[src/rtl/step_sequencer_if.sv]
// Control, pattern-programming and playback-status bundle for step_sequencer.
// The master side is the user control logic; the slave side is the sequencer.
interface step_sequencer_if #(
  parameter int STEP_W = 3,
  parameter int CNT_W  = 24
);
  logic              start;
  logic              stop;
  logic              loop_en;
  logic [CNT_W-1:0]  step_period;
  logic [CNT_W-1:0]  gate_period;
  logic              wr_en;
  logic [STEP_W-1:0] wr_addr;
  logic [3:0]        wr_note;
  logic [3:0]        note;
  logic [STEP_W-1:0] step_idx;
  logic              playing;
  logic              step_tick;
  logic              done;

  modport master (
    output start, stop, loop_en, step_period, gate_period, wr_en, wr_addr, wr_note,
    input  note, step_idx, playing, step_tick, done
  );

  modport slave (
    input  start, stop, loop_en, step_period, gate_period, wr_en, wr_addr, wr_note,
    output note, step_idx, playing, step_tick, done
  );
endinterface

[src/rtl/step_sequencer.sv]
// Pattern step sequencer: plays an NUM_STEPS-entry RAM of 4-bit note codes,
// one step per step_period clocks, each note gated to the first gate_period clocks.
module step_sequencer #(
  parameter int NUM_STEPS = 8,
  parameter int STEP_W    = 3,
  parameter int CNT_W     = 24
) (
  input  logic            clk,
  input  logic            rst_n,
  step_sequencer_if.slave bus
);

  typedef enum logic [1:0] {IDLE, NOTE_ON, NOTE_OFF} state_t;

  state_t            r_state;
  logic [3:0]        r_pat [NUM_STEPS];
  logic [CNT_W-1:0]  r_cnt;
  logic [CNT_W-1:0]  r_step_per;
  logic [CNT_W-1:0]  r_gate_per;
  logic [STEP_W-1:0] r_idx;
  logic [3:0]        r_note;
  logic              r_playing;
  logic              r_tick;
  logic              r_done;

  logic              w_start_ok;
  logic              w_step_end;
  logic              w_last;
  logic              w_gate_end;
  logic [STEP_W-1:0] w_next_idx;
  logic [STEP_W-1:0] w_load_idx;
  logic [3:0]        w_load_note;
  logic              w_load_silent;

  always_comb begin
    w_start_ok    = bus.start && !bus.stop && (bus.step_period != '0);
    w_step_end    = (r_cnt == r_step_per - CNT_W'(1));
    w_last        = (r_idx == STEP_W'(NUM_STEPS - 1));
    w_gate_end    = (r_cnt == r_gate_per - CNT_W'(1)) && (r_gate_per < r_step_per);
    // Power-of-2 pattern length: the increment wraps 7->0 on its own.
    w_next_idx    = r_idx + STEP_W'(1);
    w_load_idx    = (r_state == IDLE) ? '0 : w_next_idx;
    // Same-cycle write to the entry being loaded is forwarded.
    w_load_note   = (bus.wr_en && (bus.wr_addr == w_load_idx)) ? bus.wr_note
                                                               : r_pat[w_load_idx];
    w_load_silent = (r_state == IDLE) ? (bus.gate_period == '0) : (r_gate_per == '0);
  end

  always_ff @(posedge clk or negedge rst_n) begin
    if (!rst_n) begin
      for (int unsigned i = 0; i < NUM_STEPS; i++) r_pat[i] <= '0;
    end else if (bus.wr_en) begin
      r_pat[bus.wr_addr] <= bus.wr_note;
    end
  end

  always_ff @(posedge clk or negedge rst_n) begin
    if (!rst_n) begin
      r_state    <= IDLE;
      r_cnt      <= '0;
      r_step_per <= '0;
      r_gate_per <= '0;
      r_idx      <= '0;
      r_note     <= '0;
      r_playing  <= 1'b0;
      r_tick     <= 1'b0;
      r_done     <= 1'b0;
    end else begin
      r_tick <= 1'b0;
      r_done <= 1'b0;
      case (r_state)
        IDLE: begin
          r_note <= '0;
          if (w_start_ok) begin
            r_step_per <= bus.step_period;
            r_gate_per <= bus.gate_period;
            r_cnt      <= '0;
            r_idx      <= '0;
            r_tick     <= 1'b1;
            r_playing  <= 1'b1;
            r_state    <= w_load_silent ? NOTE_OFF : NOTE_ON;
            r_note     <= w_load_silent ? 4'd0 : w_load_note;
          end
        end
        NOTE_ON, NOTE_OFF: begin
          if (bus.stop) begin
            r_state   <= IDLE;
            r_cnt     <= '0;
            r_idx     <= '0;
            r_note    <= '0;
            r_playing <= 1'b0;
          end else if (w_step_end) begin
            r_cnt <= '0;
            if (w_last && !bus.loop_en) begin
              r_state   <= IDLE;
              r_idx     <= '0;
              r_note    <= '0;
              r_playing <= 1'b0;
              r_done    <= 1'b1;
            end else begin
              r_idx   <= w_next_idx;
              r_tick  <= 1'b1;
              r_state <= w_load_silent ? NOTE_OFF : NOTE_ON;
              r_note  <= w_load_silent ? 4'd0 : w_load_note;
            end
          end else begin
            r_cnt <= r_cnt + CNT_W'(1);
            if ((r_state == NOTE_ON) && w_gate_end) begin
              r_state <= NOTE_OFF;
              r_note  <= '0;
            end
          end
        end
        default: begin
          r_state   <= IDLE;
          r_note    <= '0;
          r_playing <= 1'b0;
        end
      endcase
    end
  end

  assign bus.note      = r_note;
  assign bus.step_idx  = r_idx;
  assign bus.playing   = r_playing;
  assign bus.step_tick = r_tick;
  assign bus.done      = r_done;

endmodule

[src/flat_wrapper.sv]
// flat-port wrapper written by rule: the top's interface ports become plain ports
module step_sequencer_flat 
#(
  parameter int NUM_STEPS = 8,
  parameter int STEP_W    = 3,
  parameter int CNT_W     = 24
)
  (clk, rst_n, bus_start, bus_stop, bus_loop_en, bus_step_period, bus_gate_period, bus_wr_en, bus_wr_addr, bus_wr_note, bus_note, bus_step_idx, bus_playing, bus_step_tick, bus_done);
  step_sequencer_if #(.STEP_W(STEP_W), .CNT_W(CNT_W)) bus_i ();
  input  logic clk;
  input  logic rst_n;
  input wire logic [$bits(bus_i.start)-1:0] bus_start;
  input wire logic [$bits(bus_i.stop)-1:0] bus_stop;
  input wire logic [$bits(bus_i.loop_en)-1:0] bus_loop_en;
  input wire logic [$bits(bus_i.step_period)-1:0] bus_step_period;
  input wire logic [$bits(bus_i.gate_period)-1:0] bus_gate_period;
  input wire logic [$bits(bus_i.wr_en)-1:0] bus_wr_en;
  input wire logic [$bits(bus_i.wr_addr)-1:0] bus_wr_addr;
  input wire logic [$bits(bus_i.wr_note)-1:0] bus_wr_note;
  output wire logic [$bits(bus_i.note)-1:0] bus_note;
  output wire logic [$bits(bus_i.step_idx)-1:0] bus_step_idx;
  output wire logic [$bits(bus_i.playing)-1:0] bus_playing;
  output wire logic [$bits(bus_i.step_tick)-1:0] bus_step_tick;
  output wire logic [$bits(bus_i.done)-1:0] bus_done;
  assign bus_i.start = bus_start;
  assign bus_i.stop = bus_stop;
  assign bus_i.loop_en = bus_loop_en;
  assign bus_i.step_period = bus_step_period;
  assign bus_i.gate_period = bus_gate_period;
  assign bus_i.wr_en = bus_wr_en;
  assign bus_i.wr_addr = bus_wr_addr;
  assign bus_i.wr_note = bus_wr_note;
  assign bus_note = bus_i.note;
  assign bus_step_idx = bus_i.step_idx;
  assign bus_playing = bus_i.playing;
  assign bus_step_tick = bus_i.step_tick;
  assign bus_done = bus_i.done;
  step_sequencer #(.NUM_STEPS(NUM_STEPS), .STEP_W(STEP_W), .CNT_W(CNT_W)) u_core (.clk(clk), .rst_n(rst_n), .bus(bus_i));
endmodule
[config.mk]
export PLATFORM = sky130hd
export DESIGN_NAME = step_sequencer_flat
export DESIGN_NICKNAME = d
export VERILOG_FILES = /design/src/rtl/step_sequencer_if.sv /design/src/rtl/step_sequencer.sv /design/src/flat_wrapper.sv
export SDC_FILE = /design/constraint.sdc
export NUM_CORES = 1
export LEC_CHECK = 0
export ABC_AREA = 1
export CELL_PAD_IN_SITES_DETAIL_PLACEMENT = 2
export CELL_PAD_IN_SITES_GLOBAL_PLACEMENT = 2
export CORE_UTILIZATION = 33
export CTS_CLUSTER_SIZE = 10
export DETAILED_ROUTE_END_ITERATION = 12
export PLACE_DENSITY_LB_ADDON = 0.1
export SETUP_SLACK_MARGIN = 0.15
export SYNTH_ARGS = -nofsm -noshare
export SYNTH_HDL_FRONTEND = slang
export SYNTH_SLANG_ARGS = --single-unit
[constraint.sdc]
create_clock -name clk -period 2.45 [get_ports clk]
set_input_delay 0.245 -clock clk [delete_from_list [all_inputs] [get_ports clk]]
set_output_delay 0.245 -clock clk [all_outputs]
set_load 0.03 [all_outputs]
==> flow_results.org <==
** Worst setup path
- Endpoint arrival time on the critical path :: 3.29 ns
- Critical path startpoint category :: flip-flop
- Largest fanout on the critical path :: 6
- The worst setup path is captured at a flip-flop.
- Worst EP required :: 2.82 ns
- The critical path is of the reg -> reg type.
- The critical path starts at u_core.r_step_per[1]$_DFFE_PN0P_.
- Launch instance of the worst register-to-register path :: u_core.r_step_per[1]$_DFFE_PN0P_

** Floorplanning
- Initial core utilization :: 0.336
- Floorplan die width :: approximately 160 µm
- Pin placement for this block handled 71 I/O pins.
- Area of the die :: around 26,000 µm²
- Rows :: 58
- Die height :: roughly 160 µm
- Standard cell core area :: approximately 25,000 µm²

** Timing
- Setup_tns :: -9.27 ns
- Number of endpoints with negative hold slack in the final report :: 0
- Final Worst Setup Slack :: -0.473 ns
- Static timing analysis puts the maximum clock frequency at roughly 340 MHz.
- Slew @ Worst Pin :: 0.565 ns
- On the final layout, the worst hold slack is 0.323 ns.
- Clock Skew :: around 0.017 ns
- Unrepaired setup endpoints after global routing :: yes
- In the finished design, the share of the clock period the worst path needs comes to 1.19.
- Post-layout min period :: just under 3 ns
- The number of pins exceeding their max-slew limit in the final report was 0.
- Headroom to the max-slew limit came out at 0.623.
- Setup-failing EPs final :: 36

** Final layout
- In the final layout, the share of cells above drive strength 1 is 0.231.
- N_diodes :: 0
- After the last flow step, the layout net total stands at 1,595.
- The area growth from synthesis to layout is 41.1%.
- Sequential Area :: roughly 2900 µm²
- The filler cells instantiated in the layout total approximately 2,900.
- Area taken by multi-input logic gates :: 5140 µm²

** Global route
- Global routing finished with a remaining overflow of 0.
- The first global-routing pass estimated approximately 65,000 µm of wire.
- Pin count of the biggest net entering global routing :: just over 50
- Aggregate global-route resource usage :: 0.333
- Via count of the first global-routing pass :: 11,011
- Initial antenna violation count :: 0

** Drt
- The routed design uses between 1500 and 2000 µm of met3 wire.
- Routed signal wires occupy layers up through met4.
- Routed length on met1 :: 17,500 µm
- The pre-antenna-repair detailed-routing pass consisted of 5 iterations.
- Number of DRC violations after detailed routing :: 0
- Wire length per cell after detailed routing :: around 25 µm
- Once detail routing completed, the nets flagged for antenna violations numbered 0.
- Total wire length after detailed routing :: between 40,000 and 50,000 µm
- In the routed layout, each cell is associated on average with a via count of approximately 5.5.
- Routed wire length on met2 :: approximately 24,000 µm
- Detailed Route Iter0 Violations :: slightly above 600
- Summing over every cut layer, the via total after detailed routing is around 10,000.

** Clock network
- H-tree level count :: 4
- Max Buffers Root-to-Sink :: 2
- Clock latency on the worst-skew pair, taken at its later pin, is between 0.4 and 0.5 ns.
- TritonCTS built the clock tree.
- The tree is rooted in a sky130_fd_sc_hd__clkbuf_16.
- Clock-pin slew was measured on the worst setup and hold paths at approximately 0.07 ns.
- Total clock sinks :: 116
- Total CTS buffers :: 17

** Logic synthesis
- Post-Synthesis Cell Area :: between 8000 and 9000 µm²
- The most used flip-flop cell after synthesis is sky130_fd_sc_hd__dfrtp_1.
- Top cells by area, synth :: sky130_fd_sc_hd__dfrtp_1 (34%), sky130_fd_sc_hd__nand2_1 (17%), sky130_fd_sc_hd__inv_1 (8.1%), sky130_fd_sc_hd__nor2_1 (6.4%), sky130_fd_sc_hd__o21ai_0 (6.3%)
- Each instance of the synthesized netlist takes up on average between 6 and 7 µm².
- Yosys mapped a number of flops with a built-in enable equal to 0.
- The synthesized design contains about 120 register bits.
- Post-synthesis net count :: roughly 1,400
- Synthesis instantiated 37 different standard cells from the library.
- The share of the Yosys chip area taken by registers is 0.345.
- Synth top area share :: 0.345
- Post-synth ARST share :: 1.00
- Gate Count Post-Synth :: approximately 1,300
- Count of yosys warnings during synthesis :: 0
- Of all cell types, the one taking the most synthesized area is sky130_fd_sc_hd__dfrtp_1.

** Power
- The share of total power dissipated in sequential elements is 0.212.
- The share of total power dissipated in combinational logic is 0.609.
- The analysis attributes to cell leakage a power of 5.94 nW.
- Dividing total power by cell area gives a power density of approximately 1300 nW/µm².
- Worst vdd rail ir drop :: ~0.47 mV
- Summed over all nets, the switching power comes to 7.95 mW.
- Share of total power in the clock network :: 0.179
- The internal portion of the total power is slightly below 8 mW.
- Switching share of power :: 0.507

** Placement
- Final HPWL from detailed placement :: approximately 29,000 µm
- Final estimated routing congestion in global placement :: about 0.85
- The count of buffers added on input and output ports is 70.
- Timing analysis after detailed placement gives a worst setup slack of -0.230 ns.

** Outcome
- The flow ran to the end, but the final reports show violations.
- Failing checks :: negative setup slack

** Job
- Max-cap violations :: 0

** Worst hold path
- The worst hold path belongs to the class in -> async.
==> placed cells by master, fill, tap and decap left out, types with 8 or more instances in the layout <==
cell type,n
sky130_fd_sc_hd__nor2_4,20
sky130_fd_sc_hd__nor4_1,8
sky130_fd_sc_hd__nand2_2,26
sky130_fd_sc_hd__a21oi_1,30
sky130_fd_sc_hd__inv_2,9
sky130_fd_sc_hd__nand3b_1,8
sky130_fd_sc_hd__o21ai_0,100
sky130_fd_sc_hd__xor2_1,30
sky130_fd_sc_hd__dfrtp_2,12
sky130_fd_sc_hd__nand3_1,72
sky130_fd_sc_hd__dfrtp_1,104
sky130_fd_sc_hd__nor2_1,101
sky130_fd_sc_hd__buf_4,148
sky130_fd_sc_hd__xnor2_1,23
sky130_fd_sc_hd__ha_1,30
sky130_fd_sc_hd__buf_6,16
sky130_fd_sc_hd__nand2_1,362
sky130_fd_sc_hd__nand4_1,31
sky130_fd_sc_hd__nand3_2,8
sky130_fd_sc_hd__nor2_2,45
sky130_fd_sc_hd__clkbuf_16,17
sky130_fd_sc_hd__clkdlybuf4s50_1,69
sky130_fd_sc_hd__inv_1,173
==> cell usage after synthesis (2+ instances only) <==
cell                         n
sky130_fd_sc_hd__xnor2_1    24
sky130_fd_sc_hd__nand4_1    31
sky130_fd_sc_hd__nor2_1    144
sky130_fd_sc_hd__a21oi_1    34
sky130_fd_sc_hd__inv_1     181
sky130_fd_sc_hd__o21ai_2     3
sky130_fd_sc_hd__nor4_1     10
sky130_fd_sc_hd__nor2_4      4
sky130_fd_sc_hd__dfrtp_1   116
sky130_fd_sc_hd__o21ai_0   106
sky130_fd_sc_hd__nand2_2     6
sky130_fd_sc_hd__nand3_1    81
sky130_fd_sc_hd__nand2_1   390
sky130_fd_sc_hd__ha_1       32
sky130_fd_sc_hd__buf_2       2
sky130_fd_sc_hd__clkbuf_1   22
sky130_fd_sc_hd__nor2_2     18
sky130_fd_sc_hd__o21bai_1    2
sky130_fd_sc_hd__buf_6       4
sky130_fd_sc_hd__xor2_1     30
sky130_fd_sc_hd__nand3b_1    8
sky130_fd_sc_hd__o211ai_1    5
sky130_fd_sc_hd__nor3_1      5
==> worst max-delay path: stages (launching register included) <==
cell	delay, ns
sky130_fd_sc_hd__dfrtp_1	0.40
sky130_fd_sc_hd__inv_2	0.11
sky130_fd_sc_hd__ha_4	0.18
sky130_fd_sc_hd__nand2_4	0.09
sky130_fd_sc_hd__nor2_4	0.22
sky130_fd_sc_hd__buf_6	0.16
sky130_fd_sc_hd__nand3_1	0.09
sky130_fd_sc_hd__nand2_1	0.09
sky130_fd_sc_hd__nand2_1	0.09
sky130_fd_sc_hd__nor2_1	0.15
sky130_fd_sc_hd__nand2_1	0.12
sky130_fd_sc_hd__nor2_2	0.20
sky130_fd_sc_hd__nand4_1	0.37
sky130_fd_sc_hd__a21oi_2	0.36
sky130_fd_sc_hd__nand2_1	0.09
sky130_fd_sc_hd__nand2_1	0.12
==> registers in the layout (all words and copies together) (netlist names) <==
name / count
u_core.r_pat: 32
u_core.r_cnt: 24
u_core.r_gate_per: 24
u_core.r_step_per: 24
u_core.bus.note: 4
u_core.bus.step_idx: 3
u_core.r_state: 2
u_core.bus.done: 1
u_core.bus.playing: 1
u_core.bus.step_tick: 1
==> area by class of cell <==
type / count / area share
clock buffer: 17 / 0.0358
clock inverter: 14 / 0.0148
inverter: 182 / 0.0575
multi-input combinational: 944 / 0.432
sequential: 116 / 0.246
tap: 330 / 0.0347
timing repair buffer: 241 / 0.179
==> metrics by stage <==
step           instance area, µm²  cells  total power [mW]   util
3_3_place_gp                10500   1781              10.3  0.418
4_1_cts                     11600   1836              14.4  0.463
6_report                    11900   1844              15.7  0.473
3_5_place_dp                10500   1781              10.7  0.418
5_1_grt                     11900   1844              16.5  0.473
2_1_floorplan                8420   1272              7.19      -
==> kinds of logic after synthesis <==
group           after synthesis  synth area share
flops                       116             0.345
compound gates              154            0.0956
simple gates                704             0.357
buf+inv                     212            0.0988
xor+xnor                     54            0.0561
fa+ha+maj                    32            0.0475
==> what timing repair did <==
| item | in CTS | in global routing |
|---|---|---|
| gates cloned | 1 | 0 |
| pin swaps | 27 | 29 |
| buffers inserted | 22 | 8 |
| setup endpoints to repair | 36 | 36 |
| resized for setup | 110 | 52 |
| hold buffers | 1 | 0 |
| endpoints found under the hold margin | 26 | 0 |
==> metal layers <==
| layer | global-route usage | vias up |
|---|---|---|
| li1 | - | 4467 |
| met1 | 0.361 | 5113 |
| met2 | 0.611 | 348 |
| met3 | 0.0470 | 161 |
| met4 | 0.204 | 0 |
| met5 | 0 | - |
==> worst paths after layout <==
check                      slack [ns]                                end  cells past startpoint
max                             -0.47     u_core.bus.note[0]$_DFFE_PN0P_                     15
min                              0.32   u_core.r_gate_per[3]$_DFFE_PN0P_                      2
max reg2reg                     -0.47     u_core.bus.note[0]$_DFFE_PN0P_                     15
min reg2reg                      0.49       u_core.r_pat[25]$_DFFE_PN0P_                      2
max in group asynchronous        1.14   u_core.r_gate_per[7]$_DFFE_PN0P_                      3
min in group clk                 0.38  u_core.r_step_per[17]$_DFFE_PN0P_                      3
==> power groups by stage <==
stage | clock [mW] | sequential, mW | combinational [mW]
finish | 2.80 | 3.33 | 9.55
global route | 2.87 | 3.36 | 10.2
CTS | 2.75 | 3.27 | 8.38
detailed placement | 0 | 3.21 | 7.51
global placement | 0 | 3.18 | 7.09
floorplan | 0 | 3.10 | 4.08
(Power assumes the default switching activity.)
